File: config.mk
export PLATFORM = sky130hd
export DESIGN_NAME = rv32imf_clock_gate_ctrl
export DESIGN_NICKNAME = d
export VERILOG_FILES = /design/src/rtl/rv32imf_cg_pkg.sv /design/src/rtl/rv32imf_clock_gate_ch.sv /design/src/rtl/rv32imf_clock_gate_ctrl.sv
export SDC_FILE = /design/constraint.sdc
export NUM_CORES = 1
export LEC_CHECK = 0
export ABC_CLOCK_PERIOD_IN_PS = 1550
export BUFFER_PORTS_ARGS = -buffer_cell sky130_fd_sc_hd__buf_2
export CAP_MARGIN = 20
export CORE_ASPECT_RATIO = 1.1
export CORE_UTILIZATION = 40
export CTS_CLUSTER_SIZE = 28
export DETAILED_ROUTE_END_ITERATION = 8
export HOLD_SLACK_MARGIN = 0.05
export PLACE_DENSITY = 0.67
export SLEW_MARGIN = 10
export SYNTH_ARGS = -nofsm -noshare
export SYNTH_HDL_FRONTEND = slang
export SYNTH_HIERARCHICAL = 1
export SYNTH_SLANG_ARGS = --single-unit
File: constraint.sdc
create_clock -name clk_i -period 1.55 [get_ports clk_i]
set_clock_uncertainty 0.15 [all_clocks]
set_input_delay 0.0775 -clock clk_i [delete_from_list [all_inputs] [get_ports clk_i]]
set_output_delay 0.0775 -clock clk_i [all_outputs]
set_load 0.01 [all_outputs]
File: src/rtl/rv32imf_cg_pkg.sv
// Clock-gate controller shared types and default sizing.
// Used by rv32imf_clock_gate_ch and rv32imf_clock_gate_ctrl.
package rv32imf_cg_pkg;

  localparam int CG_NUM_CH_DEF = 4;
  localparam int CG_HOLD_W_DEF = 4;
  localparam int CG_STAT_W_DEF = 16;

  typedef enum logic [1:0] {
    CG_ON    = 2'd0,
    CG_DRAIN = 2'd1,
    CG_OFF   = 2'd2
  } cg_state_e;

endpackage

File: src/rtl/rv32imf_clock_gate_ch.sv
// One gated clock channel: idle hysteresis FSM, ICG latch and AND.
// Gated-cycle statistics counter built only with RV32IMF_CG_STATS_EN.
module rv32imf_clock_gate_ch
  import rv32imf_cg_pkg::*;
#(
  parameter int HOLD_W = CG_HOLD_W_DEF,
  parameter int STAT_W = CG_STAT_W_DEF
) (
  input  logic              clk_i,
  input  logic              rst_ni,
  input  logic              scan_cg_en_i,
  input  logic              wake_i,
  input  logic [HOLD_W-1:0] hold_cycles_i,
  input  logic              stat_clr_i,
  output logic              clk_o,
  output logic              gated_o,
  output logic [STAT_W-1:0] gated_cnt_o
);

  cg_state_e         state_q, state_d;
  logic [HOLD_W-1:0] cnt_q, cnt_d;
  logic              gated_q;
  logic              en;
  logic              en_l;

  always_ff @(posedge clk_i or negedge rst_ni) begin
    if (!rst_ni) begin
      state_q <= CG_ON;
      cnt_q   <= '0;
      gated_q <= 1'b0;
    end else begin
      state_q <= state_d;
      cnt_q   <= cnt_d;
      gated_q <= (state_q == CG_OFF);
    end
  end

  always_comb begin
    state_d = state_q;
    cnt_d   = cnt_q;
    unique case (state_q)
      CG_ON: begin
        if (!wake_i) begin
          if (hold_cycles_i == '0) begin
            state_d = CG_OFF;
          end else begin
            cnt_d   = hold_cycles_i - 1'b1;
            state_d = CG_DRAIN;
          end
        end
      end
      CG_DRAIN: begin
        if (wake_i) begin
          state_d = CG_ON;
        end else if (cnt_q == '0) begin
          state_d = CG_OFF;
        end else begin
          cnt_d = cnt_q - 1'b1;
        end
      end
      CG_OFF: begin
        if (wake_i) state_d = CG_ON;
      end
      default: state_d = CG_ON;
    endcase
  end

  // wake bypasses the FSM so an OFF channel gets a pulse in the wake cycle
  always_comb begin
    en = (state_q != CG_OFF) | wake_i | scan_cg_en_i;
  end

  always_latch begin
    if (!clk_i) en_l = en;
  end

  assign clk_o   = clk_i & en_l;
  assign gated_o = gated_q;

`ifdef RV32IMF_CG_STATS_EN
  logic [STAT_W-1:0] stat_q;

  always_ff @(posedge clk_i or negedge rst_ni) begin
    if (!rst_ni) begin
      stat_q <= '0;
    end else if (stat_clr_i) begin
      stat_q <= '0;
    end else if (gated_q && !(&stat_q)) begin
      stat_q <= stat_q + 1'b1;
    end
  end

  assign gated_cnt_o = stat_q;
`else
  logic unused_stat_clr;
  assign unused_stat_clr = stat_clr_i;
  assign gated_cnt_o     = '0;
`endif

endmodule

File: src/rtl/rv32imf_clock_gate_ctrl.sv
// Multi-channel clock-gate controller with global sleep handshake.
// Optional per-channel gated-cycle counters: RV32IMF_CG_STATS_EN.
module rv32imf_clock_gate_ctrl
  import rv32imf_cg_pkg::*;
#(
  parameter int NUM_CH = CG_NUM_CH_DEF,
  parameter int HOLD_W = CG_HOLD_W_DEF,
  parameter int STAT_W = CG_STAT_W_DEF
) (
  input  logic                     clk_i,
  input  logic                     rst_ni,
  input  logic                     scan_cg_en_i,
  input  logic [NUM_CH-1:0]        busy_i,
  input  logic [NUM_CH-1:0]        force_on_i,
  input  logic [HOLD_W-1:0]        hold_cycles_i,
  input  logic                     sleep_req_i,
  output logic                     sleep_ack_o,
  output logic [NUM_CH-1:0]        clk_o,
  output logic [NUM_CH-1:0]        ch_gated_o,
  output logic [NUM_CH*STAT_W-1:0] gated_cnt_o,
  input  logic                     stat_clr_i
);

  logic [NUM_CH-1:0] wake;
  logic [NUM_CH-1:0] gated;
  logic              ack_q;

  assign wake = busy_i | force_on_i;

  for (genvar k = 0; k < NUM_CH; k++) begin : g_ch
    rv32imf_clock_gate_ch #(
      .HOLD_W(HOLD_W),
      .STAT_W(STAT_W)
    ) u_ch (
      .clk_i        (clk_i),
      .rst_ni       (rst_ni),
      .scan_cg_en_i (scan_cg_en_i),
      .wake_i       (wake[k]),
      .hold_cycles_i(hold_cycles_i),
      .stat_clr_i   (stat_clr_i),
      .clk_o        (clk_o[k]),
      .gated_o      (gated[k]),
      .gated_cnt_o  (gated_cnt_o[k*STAT_W +: STAT_W])
    );
  end

  // any pending wake drops the ack at once; the wake itself is never blocked
  always_ff @(posedge clk_i or negedge rst_ni) begin
    if (!rst_ni) ack_q <= 1'b0;
    else         ack_q <= sleep_req_i & (&gated) & ~(|wake);
  end

  assign sleep_ack_o = ack_q;
  assign ch_gated_o  = gated;

endmodule

== Word level (Yosys, flattened, before mapping) ==
Cells that the tools add are included.

* Add/sub/neg operators: 5
* Equal/unequal tests: 36
* Muxes and demuxes: 42
* Bitwise operators: 16
* Reduce and logical (&&, ||, !) cells: 23

{| class="wikitable"
|+ Operator list
! kind !! count
|-
| $mux W4 || 13
|-
| $ne A2 B2 Y1 const B || 24
|-
| $mux W2 || 17
|-
| $pmux W4 S2 || 4
|-
| $pmux W2 S3 || 4
|-
| $logic_not A4 Y1 || 5
|-
| $reduce_and A5 Y1 || 4
|-
| $sub A4 B1 Y4 const B || 5
|-
| $ne A3 B2 Y1 const B || 4
|-
| $reduce_and A3 Y1 || 4
|-
| $eq A2 B1 Y1 const B || 4
|-
| $eq A2 B2 Y1 const B || 4
|-
| $logic_not A2 Y1 || 4
|-
| $or A1 B1 Y1 || 8
|-
| $reduce_bool A2 Y1 || 4
|-
| $and A1 B1 Y1 || 6
|-
| $mux W1 || 4
|-
| $or A4 B4 Y4 || 1
|-
| $reduce_and A4 Y1 || 1
|-
| $reduce_or A4 Y1 || 1
|-
| $not A1 Y1 || 1
|}

* Register bits after elaboration: 29
* Bits in latches: 4
* Output and inout bits: 73

== Depth between registers and ports, before layout ==
Gate-level depths: netlist of run 1.

* Depth after elaboration: 4
* Depth in mapped cells: 7
* Mapped depth without buffers: 6

== Hierarchy ==
Netlist of run 1, hierarchy kept.

{| class="wikitable"
|+ Modules (own cells, without submodules)
! module !! instances !! cells each !! area an instance (um^2)
|-
| rv32imf_clock_gate_ch || 4 || 59 || 571.8
|-
| rv32imf_clock_gate_ctrl || 1 || 9 || 90.1
|}

==> flow_summary.json, run 1 <==
{
  "status": "complete, but fails checks",
  "failed_checks": "negative setup slack",
  "grt_overflow_total": 0,
  "grt_usage": 0.165,
  "synth_top_area_frac": 0.305,
  "mostFrequentLayoutCell": "conb_1",
  "initial_utilization": 0.415,
  "seqCellArea_um2": 788,
  "cp_slowest_stage_delay_ns": 0.40,
  "slowest_stage": "dlxtn_2",
  "use_met1": 0.202,
  "drt-wirelength-per-cell_um": 12.2,
  "arrival_ns": 1.81,
  "critical_path.cell_chain": "and2_4 > buf_6",
  "drtIter0Drc": 74,
  "dp_hpwl_mm": 3.22,
  "use_met2": 0.244,
  "die_w_um": 75.5,
  "use_met3": 0.0704,
  "setup_violations": 13,
  "yosysUniqueCellTypes": 32,
  "grt_pass1_vias": 1754,
  "nNetsFinal": 355,
  "path_clk_slew_ns": 0.07,
  "synth.top_cells.by_area": "dfrtp_1, buf_4, mux2i_1",
  "die_h_um": 82.9,
  "routed_wl_mm": 5.04,
  "grt_pass1_wl_mm": 7.77,
  "ys.warnings.count": 6,
  "drc_errors": 0,
  "n_antenna_cell": 0,
  "syn_inst": 245,
  "path_delay_family": "latches",
  "coreArea_mm2": 0.00573,
  "critPathCaptureType": "output port",
  "vias_per_cell": 4.56,
  "finalHoldViolations": 0,
  "worstPathRequired_ns": 1.32,
  "num_rows": 29,
  "syn_area_mm2": 0.00238,
  "multi_input_area_mm2": 0.00146,
  "die-area_mm2": 0.00626,
  "drv_cap": 0,
  "drv_slew": 0,
  "grt_setup_unrepaired": "yes",
  "grt_max_degree": 30,
  "top_usage_layer": "met2",
  "cts_tree": "built",
  "final_cell_mix": "conb_1, buf_4, dfrtp_1",
  "hp-class": "in -> reg",
  "cp_num_buf_inv": 1,
  "antenna_found_initial": 0,
  "fin_ws_ns": -0.486,
  "place_ws_ns": -0.0417,
  "insertion_delay_ns": 0.40,
  "crit_fanout": 1,
  "area_growth_pct": 35.1,
  "io_buffer_count": 24,
  "dr.pass1.iters": 4,
  "crit_path_start_kind": "latch",
  "gp_congestion": 0.823,
  "syn-mean-instance-area_um2": 9.70,
  "critPathKind": "latch -> out",
  "synth_seq_cells": 33,
  "drive_above_1_share": 0.409,
  "antenna_left": 0,
  "vdd_drop_max_mv": 0.603,
  "pwr_density_cell_mw_per_mm2": 1140,
  "p_leak_uw": 0.00149,
  "synth_top_area_cell": "dfrtp_1",
  "fillCellCount": 495,
  "vias": 1877,
  "ios": 90,
  "fin_util": 0.560
}
==> stage by stage <==
| stage | TNS (ns) | hold WS, ns | cell area (um^2) | power (uW) | cells |
|---|---|---|---|---|---|
| 2_1_floorplan | 0 | -0.368 | 2630 | 1870 | 305 |
| 3_3_place_gp | -0.106 | -0.0324 | 2600 | 2070 | 371 |
| 3_5_place_dp | -0.183 | -0.0322 | 2600 | 2090 | 371 |
| 4_1_cts | -1.99 | -0.00473 | 2980 | 3580 | 399 |
| 5_1_grt | -2.84 | 0.0640 | 3210 | 3890 | 412 |
| 6_report | -2.16 | 0.0586 | 3210 | 3660 | 412 |
==> final cells by class <==
cell class                 count  area share
clock buffer                  13      0.0468
clock inverter                 3      0.0214
inverter                       8     0.00935
multi-input combinational    196       0.454
sequential                    33       0.246
tap                           77      0.0300
timing repair buffer          82       0.193
==> synth_stat cells <==
cell       number
a21oi_1         4
a21oi_2         4
a22o_1          4
a22oi_1         4
and2_1          4
buf_2           4
buf_4          64
conb_1          4
dfrtp_1        29
dlxtn_1         4
ha_1            4
inv_1           8
mux2_4          4
mux2i_1        12
nand2_1         8
nand2b_1        8
nand3_1         5
nand4bb_1       1
nor2_1         16
nor2b_1         4
nor3_1         12
nor3b_1         4
nor4_2          1
nor4_4          4
o21ai_0         4
o21bai_1        4
o31a_1          4
o31ai_1         4
o31ai_4         4
or2_1           4
or3_4           4
or4_4           1
==> per-layer routing <==
layer | part of all wire | vias to the layer above | wire [um]
li1 | - | 898 | -
met1 | 0.43 | 880 | 2170
met2 | 0.49 | 89 | 2450
met3 | 0.065 | 10 | 328
met4 | 0.018 | 0 | 90
met5 | 0 | - | 0
==> power by group <==
group	internal (uW)	switching, uW	leakage, uW
Clock	1040	559	0.000127
Combinational	455	434	0.000966
Sequential	963	207	0.000400
==> cells by family (layout without fill, tap and decap cells) <==
family,count (synthesis),after routing,share of synthesized area
latches,4,4,0.0253
flip-flops,29,29,0.305
other,4,64,0.00631
buffers and inverters,76,106,0.223
AO/OA/AOI/OAI,36,36,0.135
adder cells (fa/ha/maj),4,4,0.0211
AND/OR/NAND/NOR,76,76,0.208
multiplexers,16,16,0.0758
==> sequential cells by signal, indices dropped and copies added, names as in the netlist <==
signal / count
g_ch.u_ch/cnt_q: 16
g_ch.u_ch/state_q: 8
g_ch.u_ch/en_l: 4
g_ch.u_ch/gated_o: 4
sleep_ack_o: 1
==> path summary, 6_finish.rpt <==
kind	startpoint	to	slack, ns	cells after the start
hold / removal	hold_cycles_i[2]	g_ch[2].u_ch/cnt_q[3]	0.06	4
max in group asynchronous	rst_ni	g_ch[1].u_ch/state_q[0]	0.88	3
setup / recovery	g_ch[1].u_ch/en_l	clk_o[1]	-0.49	2
min in group asynchronous	rst_ni	g_ch[1].u_ch/cnt_q[1]	0.07	3
hold reg to reg	g_ch[2].u_ch/state_q[0]	g_ch[2].u_ch/gated_o	0.38	1
setup reg to reg	g_ch[0].u_ch/state_q[1]	g_ch[0].u_ch/cnt_q[2]	-0.04	6
==> tightest hold or removal path, delay by kind of cell <==
kind	cells	cell delay (ns)
and+or+nand+nor	3	0.31
buffers and inverters	1	0.18
==> what timing repair did <==
| action | 4_1_cts | 5_1_grt |
|---|---|---|
| pin swaps | 5 | 11 |
| hold buffers | 11 | 7 |
| resized for setup | 12 | 28 |
| buffers inserted | 5 | 7 |
| endpoints found under the hold margin | 41 | 3 |
| setup endpoints to repair | 11 | 17 |
Power figures use the tool's default switching activity.
==> inputs of run 2 (changes only) <==
--- a/config.mk
+++ b/config.mk
@@ -14,6 +14,7 @@
 export DETAILED_ROUTE_END_ITERATION = 8
 export HOLD_SLACK_MARGIN = 0.05
 export PLACE_DENSITY = 0.67
+export SETUP_SLACK_MARGIN = 0.15
 export SLEW_MARGIN = 10
 export SYNTH_ARGS = -nofsm -noshare
 export SYNTH_HDL_FRONTEND = slang
==> constraint.sdc (replaced) <==
create_clock -name clk_i -period 1.55 [get_ports clk_i]
set_clock_uncertainty 0.15 [all_clocks]
set_input_delay 0.0775 -clock clk_i [delete_from_list [all_inputs] [get_ports clk_i]]
set_output_delay 0.0775 -clock clk_i [all_outputs]
set_load 0.005 [all_outputs]
==> run 2 against run 1 <==
  * Power is 4.3% lower
  * Critical path depth unchanged
  * Global-route usage is 1.1 points higher
  * Cell count grew 0.49%
  * Combinational power is 4.4% lower
  * Via count grew 0.59%
  * Largest cell class unchanged
  * Utilization is 0.20 points higher
  * The flow still finishes with violations (negative setup slack)
  * Worst setup slack improved by 0.0028 ns
  * Sequential cell count unchanged
==> flow_summary.json, run 2 (same netlist as run 1, synthesis figures left out) <==
{
  "grt_max_degree": 30,
  "dr.pass1.iters": 4,
  "dp_hpwl_mm": 3.29,
  "crit_fanout": 1,
  "power_uw": 3500,
  "final_cell_mix": "conb_1, buf_4, dfrtp_1, buf_2, buf_6",
  "maxSlewHeadroom": 0.539,
  "drc_errors": 0,
  "fin_ws_ns": -0.483,
  "grt_pass1_wl_mm": 8.05,
  "finalHoldViolations": 0,
  "nNetsFinal": 357,
  "cts_tree": "built",
  "vdd_drop_max_mv": 0.621,
  "top_regs": "g_ch.u_ch/cnt_q: 16 flops, g_ch.u_ch/state_q: 8 flops",
  "hp-start": "hold_cycles_i[1]",
  "pwr_density_cell_mw_per_mm2": 1090,
  "tightest_slew_ns": 0.692,
  "n_antenna_cell": 0,
  "largest_reg_flops": 16,
  "dpl_cell_area_mm2": 0.00259,
  "critPathKind": "latch -> out",
  "place_ws_ns": -0.0729,
  "grt_usage": 0.176,
  "insertion_delay_ns": 0.40,
  "ios": 90,
  "coreArea_mm2": 0.00573,
  "drive_above_1_share": 0.451,
  "vias_per_cell": 4.56,
  "antenna_left": 0,
  "crit_start": "g_ch[0].u_ch/en_l",
  "critPathCaptureType": "output port",
  "die-area_mm2": 0.00626,
  "arrival_ns": 1.81,
  "antenna_found_initial": 0,
  "drv_slew": 0,
  "initial_utilization": 0.415,
  "die_h_um": 82.9,
  "area_growth_pct": 35.5,
  "regMostFlops": "g_ch.u_ch/cnt_q",
  "num_rows": 29,
  "status": "complete, but fails checks",
  "drt-wirelength-per-cell_um": 12.9,
  "routed_wl_mm": 5.33,
  "final_area_mm2": 0.00322,
  "path_clk_slew_ns": 0.07,
  "drv_cap": 0,
  "failed_checks": "negative setup slack",
  "fin_tns_setup_ns": -2.11,
  "io_buffer_count": 24,
  "grt_setup_unrepaired": "yes",
  "worstReg2RegStart": "g_ch[0].u_ch/state_q[1]",
  "mostFrequentLayoutCell": "conb_1",
  "setup_violations": 15,
  "grt_overflow_total": 0,
  "worstPathRequired_ns": 1.32,
  "drtIter0Drc": 70,
  "die_w_um": 75.5,
  "crit_path_start_kind": "latch",
  "hp-class": "in -> reg",
  "vias": 1888,
  "gp_congestion": 0.775,
  "p_leak_uw": 0.00151,
  "grt_pass1_vias": 1784,
  "fillCellCount": 493
}
run 2: changes by cell type in the layout (fill, tap and decap cells not counted), moves of 4 or more:
cell / previous run / this run
buf_6: 4 / 13
mux2i_2: 0 / 4
mux2i_4: 4 / 0
dfrtp_1: 28 / 22
dlygate4sd3_1: 17 / 11
dfrtp_2: 1 / 7
run 2: worst paths after layout:
check / to / slack (ns) / cells past startpoint
hold / removal: g_ch[0].u_ch/cnt_q[1] / 0.07 / 4
hold reg to reg: g_ch[0].u_ch/gated_o / 0.37 / 1
setup reg to reg: g_ch[0].u_ch/cnt_q[2] / -0.05 / 6
min in group asynchronous: g_ch[2].u_ch/cnt_q[2] / 0.13 / 2
max in group asynchronous: g_ch[3].u_ch/cnt_q[2] / 0.62 / 2
setup / recovery: clk_o[0] / -0.48 / 2
run 2: worst max-delay path, cell delays in order, from the launching register on:
cell     delay [ns]
dlxtn_2        0.40
and2_4         0.14
buf_6          0.08
run 2: per-layer routing:
layer / global-route usage / up-vias / routed length (um)
met2: 0.268 / 70 / 2700
li1: - / 897 / -
met5: 0 / - / 0
met3: 0.0716 / 12 / 296
met4: 0.101 / 0 / 111
met1: 0.204 / 909 / 2220
run 2: what timing repair did:
action                                  in CTS  in global routing
endpoints found under the hold margin       40                  7
hold buffers                                12                  6
pin swaps                                   11                 17
buffers inserted                            12                  9
gates resized for setup                     24                 35
endpoints found under the setup margin      25                 32
run 2: power breakdown:
part | switching [uW] | internal, uW | total [uW]
clock network | 507 | 968 | 1470
logic | 386 | 464 | 850
registers | 211 | 967 | 1180
run 2: area by class of cell:
class                      instances  area, um^2  area share
inverter                           8        30.0     0.00932
tap                               77        96.3      0.0299
clock buffer                      15         174      0.0540
multi-input combinational        196        1440       0.447
clock inverter                     1        30.0     0.00932
timing repair buffer              84         654       0.203
sequential                        33         797       0.247
run 2: through the flow:
stage | util | cells | hold slack, ns
2_1_floorplan | - | 305 | -0.368
3_3_place_gp | 0.452 | 369 | -0.00188
3_5_place_dp | 0.452 | 369 | 0.0122
4_1_cts | 0.532 | 405 | 0.0519
5_1_grt | 0.562 | 414 | 0.0821
6_report | 0.562 | 414 | 0.0667
==> inputs of run 3 (changes only) <==
--- a/config.mk
+++ b/config.mk
@@ -8,12 +8,14 @@
 export ABC_CLOCK_PERIOD_IN_PS = 1550
 export BUFFER_PORTS_ARGS = -buffer_cell sky130_fd_sc_hd__buf_2
 export CAP_MARGIN = 20
+export CELL_PAD_IN_SITES_DETAIL_PLACEMENT = 1
+export CELL_PAD_IN_SITES_GLOBAL_PLACEMENT = 1
 export CORE_ASPECT_RATIO = 1.1
-export CORE_UTILIZATION = 40
+export CORE_UTILIZATION = 33
 export CTS_CLUSTER_SIZE = 28
 export DETAILED_ROUTE_END_ITERATION = 8
 export HOLD_SLACK_MARGIN = 0.05
-export PLACE_DENSITY = 0.67
+export PLACE_DENSITY = 0.74
 export SETUP_SLACK_MARGIN = 0.15
 export SLEW_MARGIN = 10
 export SYNTH_ARGS = -nofsm -noshare
==> run 3 against run 2 <==
  * Highest routed layer unchanged
  * Global-route usage is 0.61 points lower
  * Cell area is 0.27% higher
  * The run ends with negative hold slack, negative setup slack left
  * Sequential power hardly changed
  * Critical path type unchanged
  * Critical path depth stayed put
  * Power is 6.6% lower
==> flow_summary.json, run 3 (same netlist as run 1, synthesis figures left out) <==
{
  "largest_reg_flops": 16,
  "drc_errors": 0,
  "critPathCaptureType": "output port",
  "worstPathRequired_ns": 1.32,
  "die_w_um": 82.9,
  "setup_violations": 16,
  "drv_cap": 0,
  "rr_endpoint": "g_ch[1].u_ch/cnt_q[2]",
  "dp_hpwl_mm": 4.08,
  "fillCellCount": 804,
  "grt_setup_unrepaired": "yes",
  "crit_start": "g_ch[0].u_ch/en_l",
  "cts_tree": "built",
  "drive_above_1_share": 0.466,
  "cp-endpoint": "clk_o[0]",
  "insertion_delay_ns": 0.40,
  "gp_congestion": 0.809,
  "drt-wirelength-per-cell_um": 15.3,
  "path_clk_slew_ns": 0.07,
  "n_antenna_cell": 0,
  "die_h_um": 91.0,
  "worstReg2RegStart": "g_ch[1].u_ch/state_q[1]",
  "crit_path_start_kind": "latch",
  "fin_ws_ns": -0.513,
  "final_cell_mix": "conb_1, buf_4, buf_2",
  "grt_max_degree": 30,
  "p_leak_uw": 0.00149,
  "dr.pass1.iters": 4,
  "die-area_mm2": 0.00755,
  "pwr_density_cell_mw_per_mm2": 1010,
  "ios": 90,
  "initial_utilization": 0.339,
  "regMostFlops": "g_ch.u_ch/cnt_q",
  "arrival_ns": 1.84,
  "rrSetupSlack_ns": -0.08,
  "num_rows": 32,
  "antenna_found_initial": 0,
  "crit_fanout": 1,
  "grt_pass1_wl_mm": 9.76,
  "dp_cells": 377,
  "nNetsFinal": 357,
  "top_regs": "g_ch.u_ch/cnt_q: 16 flops, g_ch.u_ch/state_q: 8 flops",
  "vdd_drop_max_mv": 0.570,
  "routed_wl_mm": 6.45,
  "coreArea_mm2": 0.00701,
  "finalHoldViolations": 5,
  "holdWs_ns": -0.106,
  "status": "complete, but fails checks",
  "vias_per_cell": 4.74,
  "mostFrequentLayoutCell": "conb_1",
  "ff2ff_path_depth": 6,
  "failed_checks": "negative hold slack, negative setup slack",
  "hp-class": "in -> latch",
  "hp-start": "scan_cg_en_i",
  "grt_pass1_vias": 1966,
  "grt_overflow_total": 0,
  "grt_usage": 0.170,
  "antenna_left": 0,
  "drv_slew": 0,
  "area_growth_pct": 35.9,
  "drtIter0Drc": 55,
  "io_buffer_count": 24,
  "instances_no_fill": 422,
  "critPathKind": "latch -> out",
  "vias": 2001,
  "place_ws_ns": -0.0819
}
## run 3: worst min-delay path by stage
stage | to | depth (start not counted) | slack (ns)
2_1_floorplan | g_ch[0].u_ch/cnt_q[0] | 0 | -0.37
3_5_place_dp | g_ch[2].u_ch/cnt_q[2] | 2 | -0.10
3_3_place_gp | g_ch[2].u_ch/cnt_q[0] | 2 | -0.11
6_report | g_ch[1].u_ch/en_l | 3 | -0.11
5_1_grt | g_ch[1].u_ch/en_l | 3 | -0.11
4_1_cts | g_ch[1].u_ch/en_l | 3 | -0.11
## run 3: per-layer routing
| layer | share of wire | global-route usage |
|---|---|---|
| met2 | 0.54 | 0.290 |
| met4 | 0.017 | 0.0977 |
| met1 | 0.38 | 0.181 |
| met3 | 0.062 | 0.0600 |
| met5 | 0 | 0 |
## run 3: power by group
| part | internal [uW] | leakage [uW] | switching [uW] |
|---|---|---|---|
| sequential | 971 | 0.000392 | 226 |
| clock | 655 | 0.0000937 | 484 |
| combinational | 499 | 0.00100 | 435 |
## run 3: layout make-up
class,count,area (um^2),area share
Tap cell,85,106,0.0329
Sequential cell,33,796,0.246
Multi-Input combinational cell,196,1500,0.463
Clock buffer,15,151,0.0469
Clock inverter,1,3.75,0.00116
Inverter,8,30.0,0.00930
Timing Repair Buffer,84,647,0.200
## run 3: what timing repair did
item / CTS / global route
endpoints found under the setup margin: 27 / 34
hold buffers: 11 / 4
pin swaps: 14 / 18
endpoints found under the hold margin: 41 / 9
gates cloned: 0 / 0
buffers inserted: 9 / 13
gates resized for setup: 28 / 33
## run 3: critical path, cell delays in order (launching register included)
cell and delay (ns):
dlxtn_1 0.41, and2_1 0.13, buf_2 0.11
## run 3: through the flow
| stage | cell area [um^2] | hold slack, ns | total power (uW) | util | TNS (ns) |
|---|---|---|---|---|---|
| final | 3230 | -0.106 | 3270 | 0.461 | -2.29 |
| after global routing | 3230 | -0.107 | 3480 | 0.461 | -3.06 |
| after CTS | 3020 | -0.114 | 3150 | 0.431 | -2.82 |
| after detailed placement | 2610 | -0.102 | 2010 | 0.373 | -0.345 |
| after global placement | 2610 | -0.108 | 1960 | 0.373 | -0.0638 |
| after floorplan | 2660 | -0.368 | 1800 | - | 0 |
